<file path="src/rtl/serial_subtractor_mux_pkg.sv">
// Shared definitions for the serial subtractor: controller states and
// sizing helpers for the slice counter.
package serial_subtractor_mux_pkg;

  typedef enum logic [1:0] {
    IDLE = 2'd0,
    RUN  = 2'd1,
    DONE = 2'd2
  } state_e;

  // Number of cycles needed to walk an operand BPC bits at a time
  function automatic int calcNslice(input int width, input int bpc);
    return width / bpc;
  endfunction

  // Counter width for NSLICE slices, never narrower than one bit
  function automatic int calcCntWidth(input int nslice);
    int w;
    w = $clog2(nslice);
    return (w < 1) ? 1 : w;
  endfunction

endpackage

</file>
<file path="src/rtl/serial_subtractor_mux_fs_mux_cell.sv">
// One-bit full subtractor built as a 4:1 mux selected by the operand bits.
module fs_mux_cell (
  input  logic a_i,
  input  logic b_i,
  input  logic bi_i,
  output logic d_o,
  output logic bo_o
);

  // Operand pair picks the difference and borrow straight from borrow-in
  always_comb begin
    d_o  = bi_i;
    bo_o = bi_i;
    case ({a_i, b_i})
      2'b00: begin d_o = bi_i;  bo_o = bi_i; end
      2'b01: begin d_o = ~bi_i; bo_o = 1'b1; end
      2'b10: begin d_o = ~bi_i; bo_o = 1'b0; end
      2'b11: begin d_o = bi_i;  bo_o = bi_i; end
      default: begin d_o = bi_i; bo_o = bi_i; end
    endcase
  end

endmodule

</file>
<file path="src/rtl/serial_subtractor_mux.sv">
// Multi-cycle subtractor: diff = a - b - bin, BPC bits per clock, with a
// start/busy/done handshake and registered borrow, overflow and zero flags.
module serial_subtractor_mux
  import serial_subtractor_mux_pkg::*;
#(
  parameter int WIDTH = 8,
  parameter int BPC   = 1
) (
  input  logic             clk,
  input  logic             rst,
  input  logic             start_i,
  input  logic [WIDTH-1:0] a_i,
  input  logic [WIDTH-1:0] b_i,
  input  logic             bin_i,
  output logic             busy_o,
  output logic             done_o,
  output logic [WIDTH-1:0] diff_o,
  output logic             bout_o,
  output logic             ovf_o,
  output logic             zero_o
);

  localparam int NSLICE = calcNslice(WIDTH, BPC);
  localparam int CW     = calcCntWidth(NSLICE);

  // A slice width that does not tile the operand is a configuration error
  if ((WIDTH % BPC) != 0) begin : g_bad_bpc
    $error("serial_subtractor_mux: BPC must divide WIDTH evenly");
  end

  state_e           state_q;
  logic [WIDTH-1:0] aSh_q, bSh_q, dSh_q, dSh_d;
  logic             brw_q, brw_d;
  logic [CW-1:0]    cnt_q;
  logic             aMsb_q, bMsb_q;
  logic             busy_q, done_q, bout_q, ovf_q, zero_q;
  logic [WIDTH-1:0] diff_q;

  logic [BPC:0]         borrowChain;
  logic [BPC-1:0]       cellDiff;
  logic [WIDTH+BPC-1:0] dCat;

  assign borrowChain[0] = brw_q;

  for (genvar i = 0; i < BPC; i++) begin : g_cell
    fs_mux_cell u_cell (
      .a_i  (aSh_q[i]),
      .b_i  (bSh_q[i]),
      .bi_i (borrowChain[i]),
      .d_o  (cellDiff[i]),
      .bo_o (borrowChain[i+1])
    );
  end

  // New result bits enter at the MSB end so the LSB slice lands at bit 0
  assign dCat  = {cellDiff, dSh_q};
  assign dSh_d = dCat[WIDTH+BPC-1:BPC];
  assign brw_d = borrowChain[BPC];

  // Controller, datapath registers and registered outputs in one process
  always_ff @(posedge clk or posedge rst) begin
    if (rst) begin
      state_q <= IDLE;
      aSh_q   <= '0;
      bSh_q   <= '0;
      dSh_q   <= '0;
      brw_q   <= 1'b0;
      cnt_q   <= '0;
      aMsb_q  <= 1'b0;
      bMsb_q  <= 1'b0;
      busy_q  <= 1'b0;
      done_q  <= 1'b0;
      diff_q  <= '0;
      bout_q  <= 1'b0;
      ovf_q   <= 1'b0;
      zero_q  <= 1'b0;
    end else begin
      case (state_q)
        IDLE, DONE: begin
          done_q <= 1'b0;
          if (start_i) begin
            aSh_q   <= a_i;
            bSh_q   <= b_i;
            brw_q   <= bin_i;
            aMsb_q  <= a_i[WIDTH-1];
            bMsb_q  <= b_i[WIDTH-1];
            cnt_q   <= '0;
            busy_q  <= 1'b1;
            state_q <= RUN;
          end else begin
            state_q <= IDLE;
          end
        end
        RUN: begin
          aSh_q <= aSh_q >> BPC;
          bSh_q <= bSh_q >> BPC;
          dSh_q <= dSh_d;
          brw_q <= brw_d;
          cnt_q <= cnt_q + CW'(1);
          if (cnt_q == CW'(NSLICE - 1)) begin
            diff_q  <= dSh_d;
            bout_q  <= brw_d;
            ovf_q   <= (aMsb_q ^ bMsb_q) & (dSh_d[WIDTH-1] ^ aMsb_q);
            zero_q  <= (dSh_d == '0);
            busy_q  <= 1'b0;
            done_q  <= 1'b1;
            state_q <= DONE;
          end
        end
        default: begin
          busy_q  <= 1'b0;
          done_q  <= 1'b0;
          state_q <= IDLE;
        end
      endcase
    end
  end

  assign busy_o = busy_q;
  assign done_o = done_q;
  assign diff_o = diff_q;
  assign bout_o = bout_q;
  assign ovf_o  = ovf_q;
  assign zero_o = zero_q;

endmodule
</file>
<file path="config.mk">
export PLATFORM = sky130hd
export DESIGN_NAME = serial_subtractor_mux
export DESIGN_NICKNAME = d
export VERILOG_FILES = /design/src/rtl/serial_subtractor_mux_pkg.sv /design/src/rtl/serial_subtractor_mux_fs_mux_cell.sv /design/src/rtl/serial_subtractor_mux.sv
export SDC_FILE = /design/constraint.sdc
export NUM_CORES = 1
export LEC_CHECK = 0
export ABC_AREA = 1
export CORE_MARGIN = 10
export CORE_UTILIZATION = 45
export CTS_CLUSTER_SIZE = 24
export DETAILED_ROUTE_END_ITERATION = 8
export PLACE_DENSITY = 0.72
export REMOVE_ABC_BUFFERS = 1
export SETUP_SLACK_MARGIN = 0.05
export SKIP_CTS_REPAIR_TIMING = 1
export SLEW_MARGIN = 10
export SYNTH_ARGS = -nofsm -noshare
export SYNTH_HDL_FRONTEND = slang
export SYNTH_SLANG_ARGS = --single-unit
export TNS_END_PERCENT = 10
</file>
<file path="constraint.sdc">
create_clock -name clk -period 1.2 [get_ports clk]
set_input_delay 0.24 -clock clk [delete_from_list [all_inputs] [get_ports clk]]
set_output_delay 0.24 -clock clk [all_outputs]
set_load 0.1 [all_outputs]
</file>
==> run metrics, run 1 <==
Max VDD drop=0.00135 V; DP Area=2630 um^2; Worst-path clk slew=0.09 ns; die area=7690 um^2; gr ovfl total=0; Slew Limit Fails=0; Crit. Startpoint=aSh_q[0]; reg2reg start=aSh_q[0]; met1 GRT Util=13.3%; busiest grt layer=met2; Sink Count=43; Hold WC Path Type=in2async; Worst Setup End Kind=flip-flop; fill count=385; row cnt=24; Pre-antenna DRT Iters=4; vias in the first global route=1683; final non-filler cell area=2850 um^2; wire length per cell=12.0 um; GR Layer Usage met3=3.99%; layout net count=315; sequential element share of the synthesized area=52.2%; area growth from synthesis to layout=38.1%; clk buf depth=2; Slew @ Worst Pin=0.227 ns; Max-Cap Viols=0; Die X=87.7 um; Setup-failing EPs final=5; CTS Root Cell=clkbuf_8; fmax=737 MHz; Primary FF master, synth=dfrtp_1; Starting DRT DRC Count=93; critical path class=reg2reg; WL final=4.14 mm; worst r2r dst=diff_o[7]; I/O pin total=33; antenna violations before repair=0; count of unique library cells instantiated by Yosys=22; drt drc=0; WP data required=1.39 ns; Vias per Instance=4.63; r2r setup slk=-0.16 ns; CP startpoint kind=flip-flop; failing checks=setup timing; CP max FO=5; R2R depth=5; Vias=1598; antenna diode count=0; remaining antenna violation count=0; Placer Congestion=0.778; worst rel slew slack=84.9%; Fin. Hold Viols=0; status=finished, violations left; synth warn=0; final setup margin=-0.158 ns; Setup WS pre-CTS=-0.192 ns; Final Critical Period=1.36 ns; GRT Util Overall=11.3%; Power per Cell Area=3160 nW/um^2; first-pass GRT wire length=7.25 mm; Post-synth EDFFs=0; initial cell density of the core=47.0%; H-tree depth=2; syn avg cell area=8.34 um^2; CTS tree=built; ys async rst share=100%; latest clock arrival within the worst-skew pair=0.30 ns; post-synthesis cell area=2060 um^2; Die Height=87.7 um; Synth Instances=247; largest net degree at the start of global routing=44; Final Skew=0.00918 ns; share of layout cells above drive strength 1=26.3%; LEAKAGE=1.48 nW; Core ar.=4380 um^2; FF+latch count, synth=43; RSZ-0062 raised after global routing=true; GR Util met2=19.0%; Port Buf Inserts=32; Num CTS Buffers=5; Tcrit/Tclk final=113%; DP Wirelength=2.76 mm; crit path DAT=1.55 ns
registers in the layout, indices dropped and copies added, names as in the netlist:
signal,cells
aSh_q,8
bSh_q,8
diff_o,8
dSh_q,7
cnt_q,3
aMsb_q,1
bMsb_q,1
bout_o,1
brw_q,1
busy_o,1
done_o,1
ovf_o,1
state_q,1
zero_o,1
layer usage:
layer  wire (um)  share of wire, %  vias to the layer above
met5           0                 0                        -
met4          18              0.43                        0
met3         241               5.8                        2
met2        2020                49                       32
met1        1860                45                      737
li1            -                 -                      827
kinds of logic (layout without fill, tap and decap cells):
family / after synthesis / count (layout) / synth area share [%]
AOI/OAI and AO/OA: 25 / 25 / 7.95
DFF: 43 / 43 / 52.2
adders and majority gates: 3 / 3 / 2.19
buffers and inverters: 57 / 103 / 12.9
and+or+nand+nor: 119 / 119 / 24.8
report_power, final:
group / switching [mW] / total (mW) / internal, mW
clock: 0.552 / 0.969 / 0.417
sequential: 0.476 / 2.61 / 2.13
combinational: 3.29 / 5.41 / 2.12
placed cells by master, fill, tap and decap left out, drive strengths merged:
cell | netlist | final
nand2 | 98 | 98
clkinvlp | 0 | 2
ha | 2 | 2
dfrtp | 43 | 43
a21oi | 2 | 2
o21ai | 22 | 22
buf | 8 | 26
inv | 49 | 50
o22ai | 1 | 1
fa | 1 | 1
clkbuf | 0 | 6
clkdlybuf4s50 | 0 | 19
nor2 | 4 | 4
nand3 | 17 | 17
worst max path at each step:
stage | slack (ns) | endpoint | cells after the start
finish | -0.16 | diff_o[7] | 5
global route | -0.23 | zero_o | 6
global placement | -0.17 | bSh_q[4] | 6
floorplan | -0.88 | bout_o | 6
CTS | -0.17 | zero_o | 5
detailed placement | -0.19 | bSh_q[0] | 6
critical path, stage by stage (launching register included):
cell	delay, ns
dfrtp_1	0.37
inv_2	0.05
fa_2	0.60
buf_4	0.12
buf_6	0.08
o21ai_2	0.04
cell type report:
class	count	area, um^2	area share, %
inverter	49	194	6.81
timing repair buffer	46	622	21.8
tap	52	65.1	2.29
multi-input combinational	147	797	28.0
clock inverter	3	23.8	0.835
clock buffer	5	68.8	2.42
sequential	43	1080	37.8
metrics by stage:
stage / std cells / setup TNS (ns) / hold WS (ns) / util [%] / total power, mW
2_1_floorplan: 239 / -27.89 / 0.374 / - / 5.76
3_3_place_gp: 334 / -3.69 / 0.460 / 59.9 / 7.44
3_5_place_dp: 334 / -4.19 / 0.465 / 59.9 / 7.58
4_1_cts: 342 / -1.10 / 0.298 / 62.0 / 8.56
5_1_grt: 345 / -0.847 / 0.317 / 64.9 / 9.67
6_report: 345 / -0.497 / 0.294 / 64.9 / 8.99
synth_stat cells (2+ instances only):
library cell | n | area [um^2]
ha_1 | 2 | 25.0
o21ai_0 | 13 | 65.1
buf_2 | 3 | 15.0
inv_1 | 46 | 173
nand2_8 | 2 | 40.0
dfrtp_1 | 43 | 1080
nand2_1 | 94 | 353
o21ai_2 | 9 | 78.8
nand3_1 | 17 | 85.1
nor2_1 | 4 | 15.0
buf_6 | 3 | 33.8
Power figures use the tool's default switching activity.
==> run 2: changes to the inputs <==
- ABC_CLOCK_PERIOD_IN_PS: not set -> 1200
- PLACE_DENSITY: 0.72 -> not set
- PLACE_DENSITY_LB_ADDON: not set -> 0.2
==> run metrics, run 2 (synthesis gave the netlist of run 1 again) <==
Setup-failing EPs final=11; antenna diode count=0; NetSw=3.99 mW; failing checks=setup timing; Pre-antenna DRT Iters=4; CTS Root Cell=clkbuf_8; hold slack=0.308 ns; Vias=1550; worst rel slew slack=84.5%; Power per Cell Area=3120 nW/um^2; delay-heaviest family, CP=adder cells; share of layout cells above drive strength 1=18.4%; LEAKAGE=1.46 nW; Starting DRT DRC Count=86; row cnt=24; Pint=4.59 mW; Final Critical Period=1.39 ns; Seq pwr share=29.9%; Worst path slowest cell=fa_2; post-layout util=62.8%; die area=7690 um^2; Placer Congestion=0.762; Worst-path clk slew=0.08 ns; final setup margin=-0.193 ns; initial cell density of the core=47.0%; Final Skew=0.00270 ns; Max-Cap Viols=0; GRT Util Overall=10.8%; DP Wirelength=2.68 mm; Fin. Hold Viols=0; Num CTS Buffers=5; Port Buf Inserts=32; status=finished, violations left; critical path class=reg2reg; Slew Limit Fails=0; Sink Count=43; layout net count=315; Slew @ Worst Pin=0.233 ns; first-pass GRT wire length=6.78 mm; Die Height=87.7 um; sw frac=46.5%; CTS tree=built; RSZ-0062 raised after global routing=true; Post-Place Cells=336; worst path bufs/invs=2; Core ar.=4380 um^2; Vias per Instance=4.49; DP Area=2640 um^2; final non-filler cell area=2750 um^2; crit path DAT=1.58 ns; vias in the first global route=1551; Non-Filler Instances=345; Die X=87.7 um; Worst Setup End Kind=flip-flop; clk buf depth=2; most used cells in the layout excluding fill and tap cells=nand2_1 (94), inv_1 (45), dfrtp_1 (43); drt drc=0; fmax=718 MHz; Comb pwr share=58.6%; WP data required=1.39 ns; Critical Path, Cell by Cell=inv_2, fa_2, buf_4, o21ai_1, nand3_1, nand2_1; Max VDD drop=0.00118 V; Setup WS pre-CTS=-0.181 ns; latest clock arrival within the worst-skew pair=0.29 ns; Hold WC Path Type=in2async; largest net degree at the start of global routing=44; CP startpoint kind=flip-flop; wire length per cell=10.8 um; I/O pin total=33; area growth from synthesis to layout=33.6%; worst stage delay on the critical path=0.58 ns; most common cell after layout, fill and taps aside=nand2_1; remaining antenna violation count=0; Clock power frac=11.5%; Tcrit/Tclk final=116%; antenna violations before repair=0; CP max FO=3; WL final=3.72 mm; gr ovfl total=0; H-tree depth=2
run 2: metal layers:
layer	part of all wire [%]	global-route usage, %
met1	46	13.3
met4	1.9	4.06
met3	6.9	4.55
met2	45	16.4
met5	0	0
run 2: final timing paths:
path,cells after the start,slack [ns],from,to
min,3,0.31,rst,diff_o[6]
min reg2reg,2,0.48,cnt_q[1],cnt_q[1]
max in group asynchronous,3,0.68,rst,bSh_q[4]
min in group clk,2,0.48,cnt_q[1],cnt_q[1]
max reg2reg,6,-0.19,aSh_q[0],ovf_o
max,6,-0.19,aSh_q[0],ovf_o
run 2: through the flow:
| stage | total power [mW] | TNS [ns] |
|---|---|---|
| final | 8.58 | -0.544 |
| after global routing | 9.31 | -1.41 |
| after CTS | 8.60 | -1.11 |
| after detailed placement | 7.59 | -4.20 |
| after global placement | 7.51 | -3.99 |
| after floorplan | 5.76 | -27.89 |
run 2: cell type report:
cell class,instances,area (um^2)
fill,371,1630
sequential,43,1080
multi-input combinational,147,724
timing repair buffer,46,593
inverter,49,194
clock buffer,8,100
tap,52,65.1
run 2: tightest hold or removal path: cells and delay by family:
family / cells / cell delay (ns)
buf+inv: 3 / 0.73
run 2: power by group through the flow:
stage               logic [mW]  registers [mW]  clock network, mW
finish                    5.03            2.56              0.991
global route              5.55            2.67               1.10
CTS                       5.01            2.57               1.02
detailed placement        5.00            2.59                  0
global placement          4.93            2.57                  0
floorplan                 2.07            3.69                  0
==> RTL edit: new RTL, settings of run 2 <==
Re-encode `state_e` (3 states) as one-hot, 3 bits wide.
--- a/src/rtl/serial_subtractor_mux_pkg.sv
+++ b/src/rtl/serial_subtractor_mux_pkg.sv
@@ -2,10 +2,10 @@
 // sizing helpers for the slice counter.
 package serial_subtractor_mux_pkg;
 
-  typedef enum logic [1:0] {
-    IDLE = 2'd0,
-    RUN  = 2'd1,
-    DONE = 2'd2
+  typedef enum logic [2:0] {
+    IDLE = 3'b001,
+    RUN  = 3'b010,
+    DONE = 3'b100
   } state_e;
 
   // Number of cycles needed to walk an operand BPC bits at a time
Formal check against the unedited RTL: same outputs for any inputs over 10 cycles, from zero or initial values and one cycle with rst high; not proved beyond that.
==> RTL edit against run 2 <==
The run still ends with negative setup slack left; worst setup slack worse by 7.2 ps; wire length up 26%; cell count up 2.3%; global-route usage up 1.0 points; design area up 11%; non-clock buffer count up 13; first-iteration DRC count down 36%; total power down 29%; synthesized area up 1.3%; sequential cell count up 2; critical path type unchanged; critical endpoint is now zero_o; highest routed layer unchanged.
==> RTL edit: results <==
metrics = {
    "pwr": {
        "leakage_nw": 1.56,
    },
    "detailed_routing": {
        "drt_iter0_markers": 55,
        "met1_length_um": 2110,
        "wl_met3_um": 229,
        "routed_via_density": 4.95,
        "dr_wl_met2_um": 2340,
    },
    "timing": {
        "skew_ps": 10.2,
        "final.setup.worst_slack_ps": -200,
        "setup_viol": 35,
    },
    "synthesis": {
        "yosysSeqAreaShare": 0.540,
        "synth_common_cells": "102 x nand2_1, 44 x dfrtp_1, 40 x nand3_1",
        "ys_types": 23,
    },
    "cells_and_area": {
        "nClkBuffers": 7,
        "buffers": 59,
        "final-clk-cell-share": 0.0381,
        "n_fill_cell": 366,
        "multi_input_area_share": 0.303,
        "layout.cells.non_filler": 353,
        "multi_input_gates": 172,
    },
    "placed_design": {
        "dp_cells": 338,
        "gp_congestion": 0.736,
        "dpl.hpwl_um": 3180,
    },
    "outcome": {
        "failed_checks": "negative setup slack",
        "status": "complete, but fails checks",
    },
    "critical_path": {
        "worstPathArrival_ps": 1630,
        "rr_endpoint": "zero_o",
        "crit_fanout": 4,
    },
    "global_route": {
        "use_met2": 0.193,
        "met3_usage": 0.0381,
        "grt_start_max_net_pins": 24,
    },
    "clock_tree": {
        "clock_sinks": 45,
    },
}
RTL edit: through the flow:
step / cell area [µm²] / hold WS [ps]
after floorplan: 2020 / 368
after global placement: 2720 / 467
after detailed placement: 2720 / 476
after CTS: 2840 / 274
after global routing: 3050 / 294
final: 3050 / 270
RTL edit: report_power, final:
part	internal [mW]	total, mW	switching, mW
registers	2.02	2.37	0.349
logic	1.10	2.56	1.46
clock network	0.679	1.17	0.495
total	3.80	6.10	2.30
RTL edit: worst max-delay path: stages (launching register included):
cell and delay (ps):
dfrtp_1 380, inv_2 50, fa_2 610, nand3_2 70, nor2_1 100, nand3_1 70, nand2_1 50
RTL edit: kinds of logic after synthesis:
| kind of cell | synth area share |
|---|---|
| flops | 0.540 |
| fa+ha+maj | 0.0216 |
| compound gates | 0.0485 |
| simple gates | 0.319 |
| buf+inv | 0.0629 |
| xor+xnor | 0.00839 |
